**config.mk**
```make
export PLATFORM = sky130hd
export DESIGN_NAME = video_fetch_fta256
export DESIGN_NICKNAME = d
export VERILOG_FILES = /design/src/rtl/video_fetch_fta256.sv
export SDC_FILE = /design/constraint.sdc
export NUM_CORES = 1
export LEC_CHECK = 0
export ABC_AREA = 1
export CAP_MARGIN = 20
export CORE_AREA = 2 2 234 236
export DETAILED_ROUTE_END_ITERATION = 10
export DIE_AREA = 0 0 236 238
export MAX_ROUTING_LAYER = met4
export PLACE_DENSITY_LB_ADDON = 0.3
export RECOVER_POWER = 50
export SLEW_MARGIN = 20
export SYNTH_ARGS = -nofsm -noshare
export SYNTH_HDL_FRONTEND = slang
export SYNTH_SLANG_ARGS = --single-unit
```
**constraint.sdc**
```tcl
create_clock -name clk -period 18.3 [get_ports clk]
set_clock_uncertainty 0.2 [all_clocks]
set_input_delay 3.66 -clock clk [delete_from_list [all_inputs] [get_ports clk]]
set_output_delay 3.66 -clock clk [all_outputs]
set_load 0.03 [all_outputs]
```
**src/rtl/video_fetch_fta256.sv**
```systemverilog
// Scanline fetcher: issues LINE_WORDS 256-bit reads per fetch pulse with at
// most MAX_OUT reads in flight, and writes the returned words into a line
// buffer at the word index carried in the transaction id.
module video_fetch_fta256 #(
    parameter int          LINE_WORDS = 25,
    parameter int          MAX_OUT    = 8,
    parameter logic [31:0] STRIDE     = 32'd800
) (
    input  logic         rst,
    input  logic         clk,
    input  logic         vSync,
    input  logic         fetch,
    input  logic [31:0]  base_adr,
    output logic         req_cyc,
    output logic [31:0]  req_padr,
    output logic [7:0]   req_tid,
    input  logic         resp_stall,
    input  logic         resp_ack,
    input  logic [7:0]   resp_tid,
    input  logic [255:0] resp_dat,
    output logic         lb_we,
    output logic [5:0]   lb_wadr,
    output logic [255:0] lb_wdat,
    output logic         line_done,
    output logic         err_overrun
);

    localparam logic [1:0] S_IDLE  = 2'd0;
    localparam logic [1:0] S_ISSUE = 2'd1;
    localparam logic [1:0] S_DRAIN = 2'd2;

    localparam logic [5:0] LAST_IDX  = 6'(LINE_WORDS - 1);
    localparam logic [3:0] MAX_OUT_C = 4'(MAX_OUT);

    logic [1:0]   state_q, state_d;
    logic [5:0]   idx_q, idx_d;
    logic [3:0]   out_q, out_d;
    logic [31:0]  line_adr_q, line_adr_d;
    logic         vsync_q;
    logic         lb_we_q, lb_we_d;
    logic [5:0]   lb_wadr_q, lb_wadr_d;
    logic [255:0] lb_wdat_q, lb_wdat_d;
    logic         line_done_q, line_done_d;
    logic         err_overrun_q, err_overrun_d;

    logic vsync_rise;
    logic ack_ok;
    logic issue_ok;
    logic accept;
    logic drain_done;

    // Only word index bits of the returning id are meaningful.
    logic unused_tid_hi;
    assign unused_tid_hi = ^resp_tid[7:6];

    // Handshake qualifiers; an ack with nothing in flight is stray and ignored.
    always_comb begin
        vsync_rise = vSync & ~vsync_q;
        ack_ok     = resp_ack && (out_q != 4'd0);
        issue_ok   = (state_q == S_ISSUE) && (out_q < MAX_OUT_C);
        accept     = issue_ok && !resp_stall;
        drain_done = (state_q == S_DRAIN) && (out_q == 4'd0);
    end

    // Line FSM and word index; DRAIN is entered only on acceptance of the last index.
    always_comb begin
        state_d = state_q;
        idx_d   = idx_q;
        case (state_q)
            S_IDLE: begin
                if (fetch) begin
                    state_d = S_ISSUE;
                    idx_d   = 6'd0;
                end
            end
            S_ISSUE: begin
                if (accept) begin
                    idx_d = idx_q + 6'd1;
                    if (idx_q == LAST_IDX) begin
                        state_d = S_DRAIN;
                    end
                end
            end
            S_DRAIN: begin
                if (out_q == 4'd0) begin
                    state_d = S_IDLE;
                end
            end
            default: state_d = S_IDLE;
        endcase
    end

    // Outstanding-read counter; simultaneous accept and ack cancel out.
    always_comb begin
        out_d = out_q;
        if (accept && !ack_ok) begin
            out_d = out_q + 4'd1;
        end else if (!accept && ack_ok) begin
            out_d = out_q - 4'd1;
        end
    end

    // Line start address: vSync reload wins over end-of-line advance.
    always_comb begin
        line_adr_d = line_adr_q;
        if (vsync_rise) begin
            line_adr_d = base_adr;
        end else if (drain_done) begin
            line_adr_d = line_adr_q + STRIDE;
        end
    end

    // Registered line buffer write and status pulses.
    always_comb begin
        lb_we_d       = ack_ok;
        lb_wadr_d     = lb_wadr_q;
        lb_wdat_d     = lb_wdat_q;
        if (ack_ok) begin
            lb_wadr_d = resp_tid[5:0];
            lb_wdat_d = resp_dat;
        end
        line_done_d   = drain_done;
        err_overrun_d = fetch && (state_q != S_IDLE);
    end

    // State registers.
    always_ff @(posedge clk or posedge rst) begin
        if (rst) begin
            state_q       <= S_IDLE;
            idx_q         <= 6'd0;
            out_q         <= 4'd0;
            line_adr_q    <= 32'd0;
            vsync_q       <= 1'b0;
            lb_we_q       <= 1'b0;
            lb_wadr_q     <= 6'd0;
            lb_wdat_q     <= 256'd0;
            line_done_q   <= 1'b0;
            err_overrun_q <= 1'b0;
        end else begin
            state_q       <= state_d;
            idx_q         <= idx_d;
            out_q         <= out_d;
            line_adr_q    <= line_adr_d;
            vsync_q       <= vSync;
            lb_we_q       <= lb_we_d;
            lb_wadr_q     <= lb_wadr_d;
            lb_wdat_q     <= lb_wdat_d;
            line_done_q   <= line_done_d;
            err_overrun_q <= err_overrun_d;
        end
    end

    // Request outputs come straight from reset-cleared state, so they drop
    // to zero as soon as rst asserts; under stall idx_q holds them steady.
    assign req_cyc     = issue_ok;
    assign req_padr    = line_adr_q + {21'd0, idx_q, 5'd0};
    assign req_tid     = {2'b00, idx_q};
    assign lb_we       = lb_we_q;
    assign lb_wadr     = lb_wadr_q;
    assign lb_wdat     = lb_wdat_q;
    assign line_done   = line_done_q;
    assign err_overrun = err_overrun_q;

endmodule

```
### After elaboration in Yosys (flattened, before gate mapping)

Index checks and enable logic that the tools add are counted.
W data, S select, Z words.

* register bits after elaboration: 310
* output and inout port bits: 306

* add/subtract/negate cells: 5
* bitwise operators: 2
* reduce and logical (&&, ||, !) cells: 19
* mux-type cells: 12
* order comparisons: 1
* eq/ne operators: 7

Operator list (number)
* $mux W32: 2
* $add A32 B10 Y32 const B: 1
* $add A32 B11 Y32: 1
* $mux W6: 2
* $pmux W6 S2: 1
* $mux W2: 4
* $mux W4: 2
* $reduce_bool A2 Y1: 4
* $logic_and A1 B1 Y1: 7
* $add A6 B1 Y6 const B: 1
* $eq A6 B5 Y1 const B: 1
* $pmux W2 S3: 1
* $add A4 B1 Y4 const B: 1
* $logic_not A4 Y1: 1
* $lt A4 B4 Y1 const B: 1
* $ne A2 B1 Y1 const B: 2
* $ne A2 B2 Y1 const B: 2
* $reduce_and A4 Y1: 1
* $reduce_bool A4 Y1: 1
* $sub A4 B1 Y4 const B: 1
* $logic_not A1 Y1: 3
* $reduce_and A3 Y1: 1
* $eq A2 B1 Y1 const B: 1
* $eq A2 B2 Y1 const B: 1
* 3 further kinds: 3

### Longest topological paths before layout

* depth after elaboration: 7
* depth in mapped cells: 13
* mapped depth without buffers: 13

### Least setup slack after synthesis

OpenSTA, ideal clock, no wires.

* path kind: register -> output
* start: reg idx_q[0]
* end: out req_padr[15]
* data arrival time: 2.154 ns
* cell stages (with the launch flop): 9
* data required time: 14.440 ns
* buffers on the path: 0
* slack: 12.286 ns
* path through: dfrtp_1 > ha_1 > fa_1 > nand3_1 > nand2_1 > nand2_1 > nand2_1 > nand2_1 > xor2_1

* word-level cells in the longest chain between the ends: 1

Ends and longest elaborated chain
* from (decl): RTL line 36 `logic [5:0] idx_q, idx_d;`
* from (signal assigned): RTL line 141 `idx_q <= idx_d;`
* $add A32 B11 Y32: RTL line 156 `assign req_padr = line_adr_q + {21'd0, idx_q, 5'd0};`
* to (decl): RTL line 15 `output logic [31:0] req_padr,`

No other way between the ends.

==> flow_summary.json <==
{
  "status": "finished, violations left",
  "violations": "max-capacitance violations, max-slew violations",
  "path_class": "input port to async pin",
  "fin_nets": 2525,
  "cts.path.max_buffers": 3,
  "met2_usage_pct": 27.91,
  "hold_viol": 0,
  "top_usage_layer": "met2",
  "seq_area_um2": 7757,
  "slowest_delay_ns": 2.67,
  "synth_cell_type_count": 37,
  "cts_inserted_buffers": 39,
  "cts-root-buf": "clkbuf_16",
  "drive_gt1_share_pct": 4.824,
  "avgViaCountPerCell": 4.285,
  "grtUsageTotal_pct": 17.15,
  "core.rowCount": 85,
  "drtAntennaViolNets": 0,
  "end_kind": "async pin",
  "htreeDepth": 2,
  "multi_input_area_um2": 5061,
  "start_util_pct": 25.31,
  "cts_tree": "yes",
  "rsz0062_at_grt": "no",
  "power.density_nw_per_um2": 141.9,
  "n_fill_cell": 5381,
  "yosysMostFrequentCell": "nand2_1",
  "wl_per_cell_um": 16.35,
  "start_kind": "input port",
  "slew_headroom_pct": -222.3,
  "path_cells": "dlygate4sd3_1 > clkinvlp_2 > clkbuf_1 > buf_6",
  "r2r_slack_ns": 13.33,
  "tightestPinTransition_ns": 4.808,
  "maxCapViolCount": 5,
  "async_flop_share_pct": 100.0,
  "fp.dieArea_um2": 56170,
  "final.min_clock_period_ns": 10.01,
  "peakVddDrop_mv": 0.08143,
  "syn_avg_cell_area_um2": 8.277,
  "fp.dieH_um": 238,
  "finalPower_uw": 3027,
  "fin_setup_tns_ns": 0,
  "hold_class": "flip-flop to flip-flop",
  "ys_seq_elements": 310,
  "synth.top_cell.area_share_pct": 57.29,
  "slowest_stage": "clkinvlp_2",
  "io_buffers": 603,
  "cp.arrival_ns": 10.40,
  "cp_num_buf_inv": 4,
  "yosysWarnings": 0,
  "cp-startpoint": "rst",
  "area_growth_syn_to_layout_pct": 57.58,
  "seq_area_frac_synth_pct": 57.29,
  "cts_sinks": 310,
  "gp_congestion": 0.9083,
  "crit_path_max_fanout": 103,
  "worstRegToRegCells": 7,
  "cts_resized": 0,
  "cts_setup_buffers": 0,
  "synth_common_cells": "945 x nand2_1, 310 x dfrtp_1, 55 x nor2_1",
  "drt-pass1-iter-count": 5,
  "grt_first_pass_wirelength_mm": 73.64,
  "drv_slew": 352,
  "vias": 12590,
  "drt_iter0_markers": 634,
  "cp.required_ns": 18.68,
  "finalWirelength_mm": 48.03,
  "clk_pin_slew_ns": 0.06,
  "max_freq_mhz": 99.86,
  "globalRoute.totalOverflow": 0,
  "grt_max_degree": 207,
  "core_um2": 53500,
  "leakage_uw": 0.01053,
  "synthFlopType": "dfrtp_1",
  "yosys.area.top_type": "dfrtp_1",
  "critical_path.top_delay_family": "buffers and inverters",
  "ios": 608,
  "dp_hpwl_mm": 34.33,
  "drc": 0,
  "grt_pass1_vias": 12845,
  "grtUsageMet3_pct": 4.373,
  "reg2reg_from": "out_q[0]",
  "period_share_pct": 54.72,
  "finalSetupViolCount": 0,
  "cp-endpoint": "lb_wdat[0]",
  "ys_top_cells_by_area": "dfrtp_1 57%, nand2_1 26%, buf_2 1.7%",
  "cp.depth": 4,
  "antenna_found_initial": 3,
  "fp.dieW_um": 236,
  "worst_r2r_endpoint": "lb_wdat[246]",
  "use_met1_pct": 20.98,
  "synth_area_um2": 13540,
  "hold_buffers": 0,
  "synth_edf_count": 0,
  "insertion_delay_ns": 0.55,
  "synthCells": 1636
}
==> per-stage QoR <==
stage	cell area, µm²	util [%]	hold WS [ns]	setup slack (ns)	instances
floorplan	13540	-	0.2500	5.867	1637
detailed placement	20030	37.44	0.2636	10.97	2864
finish	21340	39.89	0.2685	8.286	2938
global route	21340	39.89	0.2874	6.825	2938
global placement	20030	37.44	0.2612	11.00	2864
CTS	21360	39.93	0.2803	11.17	2935
==> worst register-to-register path: stages (launching register included) <==
cell	delay, ns
dfrtp_1	0.43
nor2_2	0.08
nand2_1	0.14
nand2_1	1.28
inv_8	1.46
buf_4	0.88
nand2_1	0.32
nand2_1	0.12
==> sequential cells by signal, indices dropped and copies added (netlist names) <==
| register | count |
|---|---|
| state_q | 2 |
| err_overrun | 1 |
| lb_wdat | 256 |
| line_done | 1 |
| vsync_q | 1 |
| lb_we | 1 |
| out_q | 4 |
| line_adr_q | 32 |
| idx_q | 6 |
| lb_wadr | 6 |
==> kinds of logic (layout without fill, tap and decap cells) <==
| family | Yosys count | after routing | synth area share (%) |
|---|---|---|---|
| AO/OA/AOI/OAI | 67 | 67 | 2.846 |
| XOR/XNOR | 26 | 26 | 1.682 |
| adder cells (fa/ha/maj) | 14 | 14 | 1.405 |
| buffers and inverters | 136 | 738 | 5.304 |
| flip-flops | 310 | 310 | 57.29 |
| multiplexers | 1 | 1 | 0.08316 |
| other | 1 | 5 | 0.02769 |
| AND/OR/NAND/NOR | 1081 | 1081 | 31.36 |
==> layout make-up <==
| cell class | count | area share, % |
|---|---|---|
| diodes | 3 | 0.03518 |
| clock buffers | 53 | 5.436 |
| clock inverters | 18 | 0.7858 |
| inverters | 58 | 1.061 |
| multi-input cells | 1191 | 23.72 |
| flip-flops and latches | 310 | 36.36 |
| well taps | 696 | 4.081 |
| repair buffers | 609 | 28.52 |
==> cell usage in the layout, fill, tap and decap left out, types with 3 or more instances in the layout <==
cell / synthesis / routed
clkinv_2: 0 / 10
o21ai_0: 22 / 22
nand2_2: 8 / 7
nand2_1: 945 / 946
a211oi_1: 3 / 4
a31oi_1: 6 / 6
nor2_2: 11 / 11
nand3_1: 37 / 37
ha_1: 12 / 12
clkdlybuf4s50_1: 0 / 338
or2_2: 4 / 4
dfrtp_1: 310 / 310
nor2_4: 5 / 5
clkbuf_1: 3 / 5
inv_1: 54 / 54
clkbuf_16: 0 / 40
a21oi_1: 23 / 23
nor2_1: 55 / 55
clkbuf_8: 0 / 11
xor2_1: 21 / 21
dlygate4sd3_1: 0 / 265
o21ai_1: 3 / 3
diode_2: 0 / 3
nand4_1: 12 / 12
xnor2_1: 5 / 5
==> power by group <==
| group | switching, µW | internal, µW |
|---|---|---|
| Clock | 316 | 474 |
| Combinational | 799 | 456 |
| Sequential | 117 | 866 |
==> how the worst min path moves through the flow <==
stage                       start             to  slack, ns  cells past startpoint
CTS                   lb_wdat[90]    lb_wdat[90]       0.28                      2
detailed placement    lb_wdat[15]    lb_wdat[15]       0.26                      2
floorplan           line_adr_q[0]  line_adr_q[0]       0.25                      2
global route         lb_wdat[203]   lb_wdat[203]       0.29                      2
global placement      lb_wdat[80]    lb_wdat[80]       0.26                      2
finish               lb_wdat[128]   lb_wdat[128]       0.27                      2
==> routing by layer <==
| layer | part of all wire [%] | wire (µm) | vias to the layer above |
|---|---|---|---|
| met1 | 42 | 20140 | 5941 |
| met4 | 2.7 | 1281 | 0 |
| met5 | 0 | 0 | - |
| met3 | 6.8 | 3273 | 76 |
| met2 | 49 | 23330 | 410 |
| li1 | - | - | 6163 |
No activity file was read; power rests on OpenSTA's default activity.
==> RTL change (config.mk and constraints unchanged) <==
Register the output `err_overrun` once more, with the module's reset; this adds one clock of latency there. The other outputs are not delayed to match.
--- a/src/rtl/video_fetch_fta256.sv
+++ b/src/rtl/video_fetch_fta256.sv
@@ -160,5 +160,11 @@
     assign lb_wdat     = lb_wdat_q;
     assign line_done   = line_done_q;
-    assign err_overrun = err_overrun_q;
+    always_ff @(posedge clk or posedge rst) begin
+        if (rst) begin
+            err_overrun <= '0;
+        end else begin
+            err_overrun <= err_overrun_q;
+        end
+    end
 
 endmodule
Behaviour: not the same (Yosys sat finds a counterexample within 4 cycles, from zero or initial values and one cycle with rst high).
==> RTL change against the original RTL <==
The flow still finishes with violations (capacitance limit, slew limit); highest routed layer unchanged; synthesized area rose by 0.18%; design area down 0.12%; sequential cell count rose by 1; total power is 0.78% lower; critical path type unchanged; sequential power about the same; routed wire length down 1.7%; worst setup slack worse by 0.53 ns; largest cell class unchanged; global-route usage shrank 0.36 points.
==> RTL change: results (changes against the original RTL) <==
status: complete, but fails checks
failing checks: capacitance limit, slew limit
Via density: 4.24 (-0.98%)
internal power: 1790 µW (-0.37%)
crit path capture: lb_wdat[158]
min cycle time layout: 10.55 ns (+0.534 ns)
hold path depth: 0 (-2)
leading post-synthesis cells by cell area: dfrtp_1 (57%), nand2_1 (26%), buf_2 (1.7%)
switching pwr: 1210 µW (-1.4%)
largest net degree at the start of global routing: 166 (-20%)
Worst EP arrival: 10.89 ns (+0.49 ns)
RD Place Congestion: 0.911 (+0.31%)
GRT Resource Usage Total: 0.168 (-0.00361)
first-pass detailed-route iteration total: 4 (-1)
WL met3: 2830 µm (-14%)
initial antenna violation count: 4 (+1)
Syn Area/Cell: 8.29 µm² (+0.12%)
maxcap violations: 4 (-1)
Inst Count DP: 2,866 (+0.070%)
Setup WS pre-CTS: 10.80 ns (-0.173 ns)
nets@finish: 2,526 (+0.040%)
Final Slew Violations: 312 (-11%)
HP Start: err_overrun_q
Met1 Routed Length: 19,900 µm (-1.3%)
vias in the first global route: 12,400 (-3.2%)
Sequential Power Share: 0.328 (+0.003)
HPWL Detailed: 33,900 µm (-1.1%)
[RTL change: logic make-up (layout without fill, tap and decap cells)]
group,after synthesis,in the layout,share of synthesized area
adders and majority gates,14,14,0.0140
DFF,311,311,0.574
AOI/OAI and AO/OA,67,67,0.0284
buffers and inverters,136,737,0.0529
xor gates and xnor gates,26,26,0.0168
and+or+nand+nor,1081,1081,0.313
muxes,1,1,0.000830
other,1,6,0.000276
[RTL change: area by class of cell]
| type | count | area [µm²] |
|---|---|---|
| timing repair buffer | 610 | 6080 |
| tap | 696 | 871 |
| clock buffer | 53 | 1110 |
| fill | 5360 | 32200 |
| inverter | 58 | 226 |
| antenna | 4 | 10.0 |
| multi-input combinational | 1191 | 5060 |
| sequential | 311 | 7780 |
| clock inverter | 16 | 169 |
[RTL change: routing by layer]
layer  up-vias  GRT usage
met4         0     0.0591
met5         -          -
met3        91     0.0410
li1       6178          -
met1      5820      0.204
met2       382      0.272
